File: src/rtl/ksk_mgr_slot_sched_pkg.sv
// rtl/ksk_mgr_slot_sched_pkg.sv - shared types and sizing for the KSK slot scheduler
package ksk_mgr_slot_sched_pkg;

    localparam int KSK_SLOT_NB = 8;
    localparam int CONSUMER_NB = 2;
    localparam int SLOT_W      = $clog2(KSK_SLOT_NB);
    localparam int REFCNT_W    = $clog2(CONSUMER_NB + 1);

    localparam int ERR_W         = 3;
    localparam int ERR_BAD_REL   = 0;
    localparam int ERR_BAD_DONE  = 1;
    localparam int ERR_DUP_ALLOC = 2;

    typedef enum logic [1:0] {
        FREE    = 2'd0,
        LOADING = 2'd1,
        READY   = 2'd2
    } slot_state_e;

endpackage

File: src/rtl/ksk_mgr_slot_fsm.sv
// rtl/ksk_mgr_slot_fsm.sv - per-slot lifecycle: FREE -> LOADING -> READY -> FREE
module ksk_mgr_slot_fsm
    import ksk_mgr_slot_sched_pkg::*;
#(
    parameter int BID_W = 8
) (
    input  logic                clk,
    input  logic                a_rst,
    input  logic                grant_i,
    input  logic [BID_W-1:0]    bid_i,
    input  logic                done_i,
    input  logic                rel_i,
    output slot_state_e         state_o,
    output logic [BID_W-1:0]    bid_o,
    output logic [REFCNT_W-1:0] refcnt_o
);

    slot_state_e         state_q;
    logic [BID_W-1:0]    bid_q;
    logic [REFCNT_W-1:0] refcnt_q;

    // Events that do not match the current state are dropped here; the top flags them.
    always_ff @(posedge clk or posedge a_rst) begin
        if (a_rst) begin
            state_q  <= FREE;
            bid_q    <= '0;
            refcnt_q <= '0;
        end else begin
            case (state_q)
                FREE: begin
                    if (grant_i) begin
                        state_q <= LOADING;
                        bid_q   <= bid_i;
                    end
                end
                LOADING: begin
                    if (done_i) begin
                        state_q  <= READY;
                        refcnt_q <= REFCNT_W'(CONSUMER_NB);
                    end
                end
                READY: begin
                    if (rel_i) begin
                        refcnt_q <= refcnt_q - REFCNT_W'(1);
                        if (refcnt_q == REFCNT_W'(1)) begin
                            state_q <= FREE;
                        end
                    end
                end
                default: state_q <= FREE;
            endcase
        end
    end

    assign state_o  = state_q;
    assign bid_o    = bid_q;
    assign refcnt_o = refcnt_q;

endmodule

File: src/rtl/ksk_mgr_slot_scheduler.sv
// rtl/ksk_mgr_slot_scheduler.sv - allocates KSK buffer slots, issues loads, serves lookups and releases
module ksk_mgr_slot_scheduler
    import ksk_mgr_slot_sched_pkg::*;
#(
    parameter int BID_W = 8
) (
    input  logic              clk,
    input  logic              a_rst,
    input  logic              alloc_vld,
    output logic              alloc_rdy,
    input  logic [BID_W-1:0]  alloc_bid,
    output logic              load_cmd_vld,
    input  logic              load_cmd_rdy,
    output logic [SLOT_W-1:0] load_cmd_slot,
    output logic [BID_W-1:0]  load_cmd_bid,
    input  logic              load_done_vld,
    input  logic [SLOT_W-1:0] load_done_slot,
    input  logic              rd_vld,
    output logic              rd_rdy,
    input  logic [BID_W-1:0]  rd_bid,
    output logic              rd_ack_vld,
    output logic [SLOT_W-1:0] rd_ack_slot,
    input  logic              rel_vld,
    input  logic [SLOT_W-1:0] rel_slot,
    output logic [SLOT_W:0]   free_cnt,
    output logic [ERR_W-1:0]  err
);

    slot_state_e         slot_st  [KSK_SLOT_NB];
    logic [BID_W-1:0]    slot_bid [KSK_SLOT_NB];
    logic [REFCNT_W-1:0] slot_ref [KSK_SLOT_NB];

    logic [KSK_SLOT_NB-1:0] grant_v, done_v, rel_v;

    logic              any_free, dup_hit, rd_hit, found_hi, rel_frees;
    logic [SLOT_W-1:0] pick_hi, pick_lo, pick_slot, rd_slot;
    logic              alloc_fire, grant;

    logic              load_cmd_vld_q;
    logic [SLOT_W-1:0] load_cmd_slot_q;
    logic [BID_W-1:0]  load_cmd_bid_q;
    logic              rd_ack_vld_q;
    logic [SLOT_W-1:0] rd_ack_slot_q;
    logic [SLOT_W-1:0] rr_ptr_q, rr_ptr_d;
    logic [SLOT_W:0]   free_cnt_q, free_cnt_d;
    logic [ERR_W-1:0]  err_q, err_d;

    for (genvar g = 0; g < KSK_SLOT_NB; g++) begin : g_slot
        ksk_mgr_slot_fsm #(.BID_W(BID_W)) u_slot (
            .clk      (clk),
            .a_rst    (a_rst),
            .grant_i  (grant_v[g]),
            .bid_i    (alloc_bid),
            .done_i   (done_v[g]),
            .rel_i    (rel_v[g]),
            .state_o  (slot_st[g]),
            .bid_o    (slot_bid[g]),
            .refcnt_o (slot_ref[g])
        );
    end

    // Descending scan so the lowest matching index is the one that sticks.
    always_comb begin
        any_free  = 1'b0;
        dup_hit   = 1'b0;
        rd_hit    = 1'b0;
        rd_slot   = '0;
        found_hi  = 1'b0;
        pick_hi   = '0;
        pick_lo   = '0;
        rel_frees = 1'b0;
        done_v    = '0;
        rel_v     = '0;
        for (int i = KSK_SLOT_NB - 1; i >= 0; i--) begin
            if (slot_st[i] == FREE) begin
                any_free = 1'b1;
                pick_lo  = SLOT_W'(i);
                if (SLOT_W'(i) >= rr_ptr_q) begin
                    found_hi = 1'b1;
                    pick_hi  = SLOT_W'(i);
                end
            end else if (slot_bid[i] == alloc_bid) begin
                dup_hit = 1'b1;
            end
            if (slot_st[i] == READY && slot_bid[i] == rd_bid) begin
                rd_hit  = 1'b1;
                rd_slot = SLOT_W'(i);
            end
            if (load_done_vld && load_done_slot == SLOT_W'(i) && slot_st[i] == LOADING) begin
                done_v[i] = 1'b1;
            end
            if (rel_vld && rel_slot == SLOT_W'(i) && slot_st[i] == READY) begin
                rel_v[i] = 1'b1;
                if (slot_ref[i] == REFCNT_W'(1)) begin
                    rel_frees = 1'b1;
                end
            end
        end
    end

    assign pick_slot  = found_hi ? pick_hi : pick_lo;
    assign alloc_rdy  = any_free & (~load_cmd_vld_q | load_cmd_rdy);
    assign alloc_fire = alloc_vld & alloc_rdy;
    assign grant      = alloc_fire & ~dup_hit;

    always_comb begin
        grant_v = '0;
        if (grant) begin
            grant_v[pick_slot] = 1'b1;
        end
    end

    assign rr_ptr_d   = (pick_slot == SLOT_W'(KSK_SLOT_NB - 1)) ? '0 : pick_slot + SLOT_W'(1);
    assign free_cnt_d = free_cnt_q - (SLOT_W + 1)'(grant) + (SLOT_W + 1)'(rel_frees);

    always_comb begin
        err_d = err_q;
        if (alloc_fire && dup_hit)      err_d[ERR_DUP_ALLOC] = 1'b1;
        if (load_done_vld && !(|done_v)) err_d[ERR_BAD_DONE]  = 1'b1;
        if (rel_vld && !(|rel_v))        err_d[ERR_BAD_REL]   = 1'b1;
    end

    always_ff @(posedge clk or posedge a_rst) begin
        if (a_rst) begin
            load_cmd_vld_q  <= 1'b0;
            load_cmd_slot_q <= '0;
            load_cmd_bid_q  <= '0;
            rd_ack_vld_q    <= 1'b0;
            rd_ack_slot_q   <= '0;
            rr_ptr_q        <= '0;
            free_cnt_q      <= (SLOT_W + 1)'(KSK_SLOT_NB);
            err_q           <= '0;
        end else begin
            if (grant) begin
                load_cmd_vld_q  <= 1'b1;
                load_cmd_slot_q <= pick_slot;
                load_cmd_bid_q  <= alloc_bid;
                rr_ptr_q        <= rr_ptr_d;
            end else if (load_cmd_rdy) begin
                load_cmd_vld_q  <= 1'b0;
            end
            rd_ack_vld_q <= rd_vld & rd_hit;
            if (rd_vld && rd_hit) begin
                rd_ack_slot_q <= rd_slot;
            end
            free_cnt_q <= free_cnt_d;
            err_q      <= err_d;
        end
    end

    assign load_cmd_vld  = load_cmd_vld_q;
    assign load_cmd_slot = load_cmd_slot_q;
    assign load_cmd_bid  = load_cmd_bid_q;
    assign rd_rdy        = rd_hit;
    assign rd_ack_vld    = rd_ack_vld_q;
    assign rd_ack_slot   = rd_ack_slot_q;
    assign free_cnt      = free_cnt_q;
    assign err           = err_q;

endmodule
File: config.mk
export PLATFORM = sky130hd
export DESIGN_NAME = ksk_mgr_slot_scheduler
export DESIGN_NICKNAME = d
export VERILOG_FILES = /design/src/rtl/ksk_mgr_slot_sched_pkg.sv /design/src/rtl/ksk_mgr_slot_fsm.sv /design/src/rtl/ksk_mgr_slot_scheduler.sv
export SDC_FILE = /design/constraint.sdc
export NUM_CORES = 1
export LEC_CHECK = 0
export ABC_AREA = 1
export CAP_MARGIN = 20
export CORE_UTILIZATION = 55
export DETAILED_ROUTE_END_ITERATION = 8
export GPL_TIMING_DRIVEN = 0
export PLACE_DENSITY = 0.75
export SLEW_MARGIN = 15
export SYNTH_ARGS = -nofsm -noshare
export SYNTH_HDL_FRONTEND = slang
export SYNTH_HIERARCHICAL = 1
export SYNTH_SLANG_ARGS = --single-unit
File: constraint.sdc
create_clock -name clk -period 3.7 [get_ports clk]
set_clock_uncertainty 0.2 [all_clocks]
set_input_delay 0.555 -clock clk [delete_from_list [all_inputs] [get_ports clk]]
set_output_delay 0.555 -clock clk [all_outputs]
set_load 0.05 [all_outputs]
==> reports/summary.txt <==
Netlist Area Pre-Place - 0.00866 mm²
R2R Setup Slk - 650 ps
# rows - 45
Post-route setup slack - 165 ps
Post-CTS Resized - 0
Synth cell types - 43
Fin cells - 1496
Antenna Cells - 0
Leak - 5.27 nW
Io pins - 54
Gate Count Post-Synth - 1207
Post-Syn Area per Cell - 7.17 µm²
Vias in the first global route - 7452
Clock transition at path regs - 60 ps
Share of cells above drive strength 1 - 0.153
DRT Pass-1 Iters - 8
Worst hold slack - 261 ps
Dpl hpwl - 18300 µm
Final worst-path cycle share - 0.955
Prevailing post-synth register cell - dfrtp_1
Worst EP arrival - 2780 ps
Die X - 127 µm
Post-synth top area share - 0.350
Fmax - 283 MHz
Die Span Y - 127 µm
Antenna violations before repair - 0
Most area-hungry cell type in the Yosys netlist - dfrtp_1
Worst-skew pair later-pin latency - 430 ps
Slew margin rel. - 0.524
Via-to-Cell Ratio - 5.29
CP startpoint kind - flip-flop
Maximum clock path buffer count - 2
Status - finished, final reports clean
CTS buffer count - 17
Vias - 7911
Core area - 0.0153 mm²
Syn. warnings - 6
Placed Cells - 1464
Commonest non-fill, non-tap cell in the layout - nand2_1
Most frequent cells in the layout - nand2_1, inv_1, dfrtp_1
Hold_buf cts - 0
CTS tree - built
Sequential share of the synthesized area - 0.353
Flops & latches, synth - 122
DRC - 0
Routability cong. - 0.932
MaxCap Viol Count - 0
Peak fanout along the critical path - 6
Post-place setup slack - -351 ps
Number of synthesized flops with an enable pin - 0
Total die area - 0.0162 mm²
Setup violations, final - 0
NumNets Final - 1316
H-tree depth - 4
Drt wl/cell - 15.8 µm
Largest net degree at the start of global routing - 19
DR iter-0 viols - 648
Synth async-reset ratio - 1.00
Dominant cells by area after synthesis - dfrtp_1, nand2_1, inv_1, o21ai_2, nor2_1
Root Buffer - clkbuf_16
Routed WL - 23700 µm
Least-Margin Pin Slew - 712 ps
Final Hold Fails - 0
Critical path required time - 2940 ps
CP Capture Type - output port
Initial core utilization - 0.567
Unrepaired setup endpoints after global routing - no
Clk sinks - 122
Post-route cell area - 0.0100 mm²
Min-delay worst type - reg -> reg
Max Slew Vio Count - 0
Post-CTS Setup Bufs - 0
Sum Neg Setup Slack - 0 ps
Syn-to-layout area delta - 15.5%
First-pass GRT wire length - 38800 µm
Overflow after GRT - 0
Power per Cell Area - 717 mW/mm²
Syn nets - 1251
Layout fillers - 1323
Final Critical Period - 3530 ps
All-Layer GR Usage - 0.312
Placed inst area - 0.00940 mm²
Peak supply drop - 0.413 mV
DRT antenna net count - 0
# port buffers - 45
Setup CP Type - reg -> out
## final timing paths
path,startpoint,to,depth (start not counted)
max,g_slot[2].u_slot/state_o[1],rd_rdy,9
min,err[2],err[2],1
max reg2reg,g_slot[7].u_slot/state_o[1],free_cnt[2],15
min reg2reg,err[2],err[2],1
max in group asynchronous,a_rst,load_cmd_bid[1],3
min in group asynchronous,a_rst,free_cnt[0],2
## where the power goes
| part | leakage (nW) | internal, W | switching [W] |
|---|---|---|---|
| Combinational | 3.44 | 0.00117 | 0.00196 |
| Sequential | 1.56 | 0.00181 | 0.000552 |
| Clock | 0.275 | 0.00104 | 0.000636 |
## routing by layer
layer / global-route usage / wire [µm] / vias to the layer above
li1: - / - / 3876
met1: 0.416 / 10400 / 3678
met2: 0.496 / 10800 / 298
met3: 0.0582 / 1640 / 59
met4: 0.137 / 778 / 0
met5: 0 / 0 / -
## registers in the layout, indices dropped and copies added (netlist names)
name and flops:
load_cmd_bid 8, rd_ack_vld 1, g_slot.u_slot/bid_o 64, load_cmd_vld 1, free_cnt 4, g_slot.u_slot/state_o 16, load_cmd_slot 3, err 3
rd_ack_slot 3, g_slot.u_slot/refcnt_o 16, rr_ptr_q 3
## stage by stage
step / total power (W) / util
after global placement: 0.00533 / 0.614
after floorplan: 0.00466 / -
final: 0.00717 / 0.655
after CTS: 0.00715 / 0.655
after detailed placement: 0.00544 / 0.616
after global routing: 0.00767 / 0.655
## area by class of cell
cell class                      instances  area, µm²  area share
Multi-Input combinational cell        827       4500       0.450
Inverter                              229        862      0.0862
Tap cell                              211        264      0.0264
Sequential cell                       122       3050       0.305
Timing Repair Buffer                   46        488      0.0488
Clock inverter                         10        116      0.0116
Buffer                                 29        245      0.0245
Clock buffer                           22        474      0.0474
## kinds of logic (layout without fill, tap and decap cells)
group	after synthesis	after routing	synth area share
simple gates	642	642	0.341
xor+xnor	56	56	0.0567
fa+ha+maj	15	15	0.0225
compound gates	114	114	0.0991
buf+inv	258	336	0.128
flops	122	122	0.353
## synth_stat cells, types with 8 or more instances
cell and instances:
o21ai_0 13, nor4_1 11, nand2_1 378, nand3_1 67, xor2_1 33, buf_4 15
o21ai_2 64, a21oi_1 16, buf_6 10, nor3_2 9, o31ai_1 8, ha_1 14
nor2_1 90, xnor2_1 23, nand2_4 8, inv_1 200, inv_2 28, nand3_4 9
nand4_1 35, dfrtp_1 121, nor3_1 12
## worst max-delay path, cell delays in order, from the launching register on
cell and delay [ps]:
dfrtp_1 460, inv_1 80, nor2_1 240, nand3_1 130, nor2_1 210, nand3_1 180
nand2_1 100, nor2_1 50, nand2_1 100, clkdlybuf4s50_1 810
(Power assumes the default switching activity.)
==> variant: new RTL, config.mk and constraints unchanged <==
`BID_W` is set to 8 in 2 places; all go to 9.
--- a/src/rtl/ksk_mgr_slot_fsm.sv
+++ b/src/rtl/ksk_mgr_slot_fsm.sv
@@ -3,5 +3,5 @@
     import ksk_mgr_slot_sched_pkg::*;
 #(
-    parameter int BID_W = 8
+    parameter int BID_W = 9
 ) (
     input  logic                clk,
--- a/src/rtl/ksk_mgr_slot_scheduler.sv
+++ b/src/rtl/ksk_mgr_slot_scheduler.sv
@@ -3,5 +3,5 @@
     import ksk_mgr_slot_sched_pkg::*;
 #(
-    parameter int BID_W = 8
+    parameter int BID_W = 9
 ) (
     input  logic              clk,
Ports: changed (resized alloc_bid, load_cmd_bid and rd_bid); port bits go from 54 to 57. No check against the original RTL was run, so the function may have changed too.
==> variant against the unedited design <==
  * Routed wire length is 11% higher
  * Sequential cell count is 9 higher
  * Total power is 1.9% higher
  * Cell area is 3.7% higher
  * Area after synthesis is 3.8% higher
  * Global-route usage is 1.7 points higher
  * Worst setup slack worse by 0.044 ns
  * Worst hold slack better by 0.0032 ns
  * Critical path type is now in2out
  * Critical endpoint unchanged
==> variant: results (changes against the unedited design) <==
Routing
The sum of routed wire length over all layers is 26200 um (+11%). The number of detailed-route iterations in the first pass is 6 (-2). The first-iteration detailed-routing DRC count is 791 (+22%). The via count of the routed design is 8231 (+4.0%).

The antenna violation net count after detailed routing is 0 (unchanged).

Min path
The critical hold path startpoint is err[0]. The path with the worst hold slack has its endpoint at err[0].

Power and ir drop
The combinational cell power is 3.11 mW (about the same). The total sequential power is 2.58 mW (+8.9%). The maximum vdd ir drop is 0.364 mV (-12%). The net switching share of the total power is 43.3% (-0.60 points). The leakage dissipation was 5.36 nW (+1.6%). The clock network power is 1.62 mW (-4%).

Cells and area
The filler-free cell count of the finished design is 1514 (+1.2%). The flip-flop count of the largest register, all copies and words added is 72 (+13%). The count of antenna diodes in the layout is 0 (unchanged).

The final net count was 1331 (+1.1%). The fraction of final layout cells sized beyond drive strength 1 is 15.2% (-0.076 points).

Outcome
The run finished with clean final reports.

Synth
The average footprint of a synthesized cell is 7.40 um^2 (+3.2%). The fraction of the yosys area taken by sequential cells is 36.5% (+1.2 points). The xor and xnor fraction of the mapped netlist area is 5.94% (+0.28 points).

After synthesis, the cell types taking the most area are dfrtp_1 (36%), nand2_1 (15%), inv_1 (8.2%). The compound-gate portion of the synthesized area is 12.5% (+2.5 points). The distinct cell type count of the synthesized netlist came to 48 (+12%). In the synthesized netlist, the cells that appear most often are nand2_1 (351), inv_1 (196), dfrtp_1 (130).

The adder-cell share of the synthesized area came to 2.17% (-0.083 points).

Place
The worst-case setup slack after placement is -0.372 ns (-0.0212 ns). The post-placement cell area is 9760 um^2 (+3.8%). The number of input and output port buffers inserted was 50 (+11%). The HPWL after detailed placement is 19000 um (+3.8%).

The routability congestion estimate from global placement is 0.985 (+5.6%).

STA
The worst-case headroom to the max-slew limit came to 41.5% (-11 points). The final critical path time including I/O delays and setup is 3.58 ns (+0.0443 ns). The smallest hold slack is 0.264 ns (+0.00320 ns).

Global routing
The number of global-route vias before repair is 7528 (+1.0%). The global-route wire length before repair came to 40500 um (+4.4%). The largest net degree at the start of global routing came to 28 (+9).

The overall global routing resource usage is 32.9% (+1.7 points).

Setup path
The number of cells on the critical path is 13 (+4). Among cell families on the critical path, the largest total delay comes from buffers and inverters. The longest individual stage delay on the worst path is 0.66 ns (-0.15 ns).

The maximum fanout along the worst path was 10 (+4). The timing startpoint of the critical path is rd_bid[3]. The setup slack on the worst flop-to-flop path was 0.33 ns (-0.32 ns).

The origin of the critical flop-to-flop path is g_slot[6].u_slot/state_o[1]. The critical path data arrival time is 2.82 ns (+0.04 ns).
-- variant: cell count changes in the layout (fill, tap and decap cells not counted), moves of 7 or more --
cell	before	now
buf_8	0	8
nand4_1	35	26
nor3_2	9	0
o21ai_1	2	14
o22ai_1	4	11
o21ai_2	64	72
xor2_1	33	16
nand2_1	378	351
dfrtp_1	121	130
o21ai_0	13	21
buf_4	15	4
xnor2_1	23	45
-- variant: repair_timing --
action / CTS / global route
endpoints found under the setup margin: 1 / 2
hold buffers: 0 / 0
gates resized for setup: 1 / 9
-- variant: area by class of cell --
type	instances	area (um^2)
clock buffer	23	478
clock inverter	9	81.3
tap	216	270
inverter	226	861
sequential	131	3280
buffer	27	288
timing repair buffer	51	549
multi-input combinational	831	4560
fill	1438	5570
-- variant: routing by layer --
layer | track usage [%] | wire (um)
met1 | 43.3 | 11200
met2 | 51.4 | 11900
met3 | 8.20 | 2260
met4 | 14.6 | 861
met5 | 0 | 0
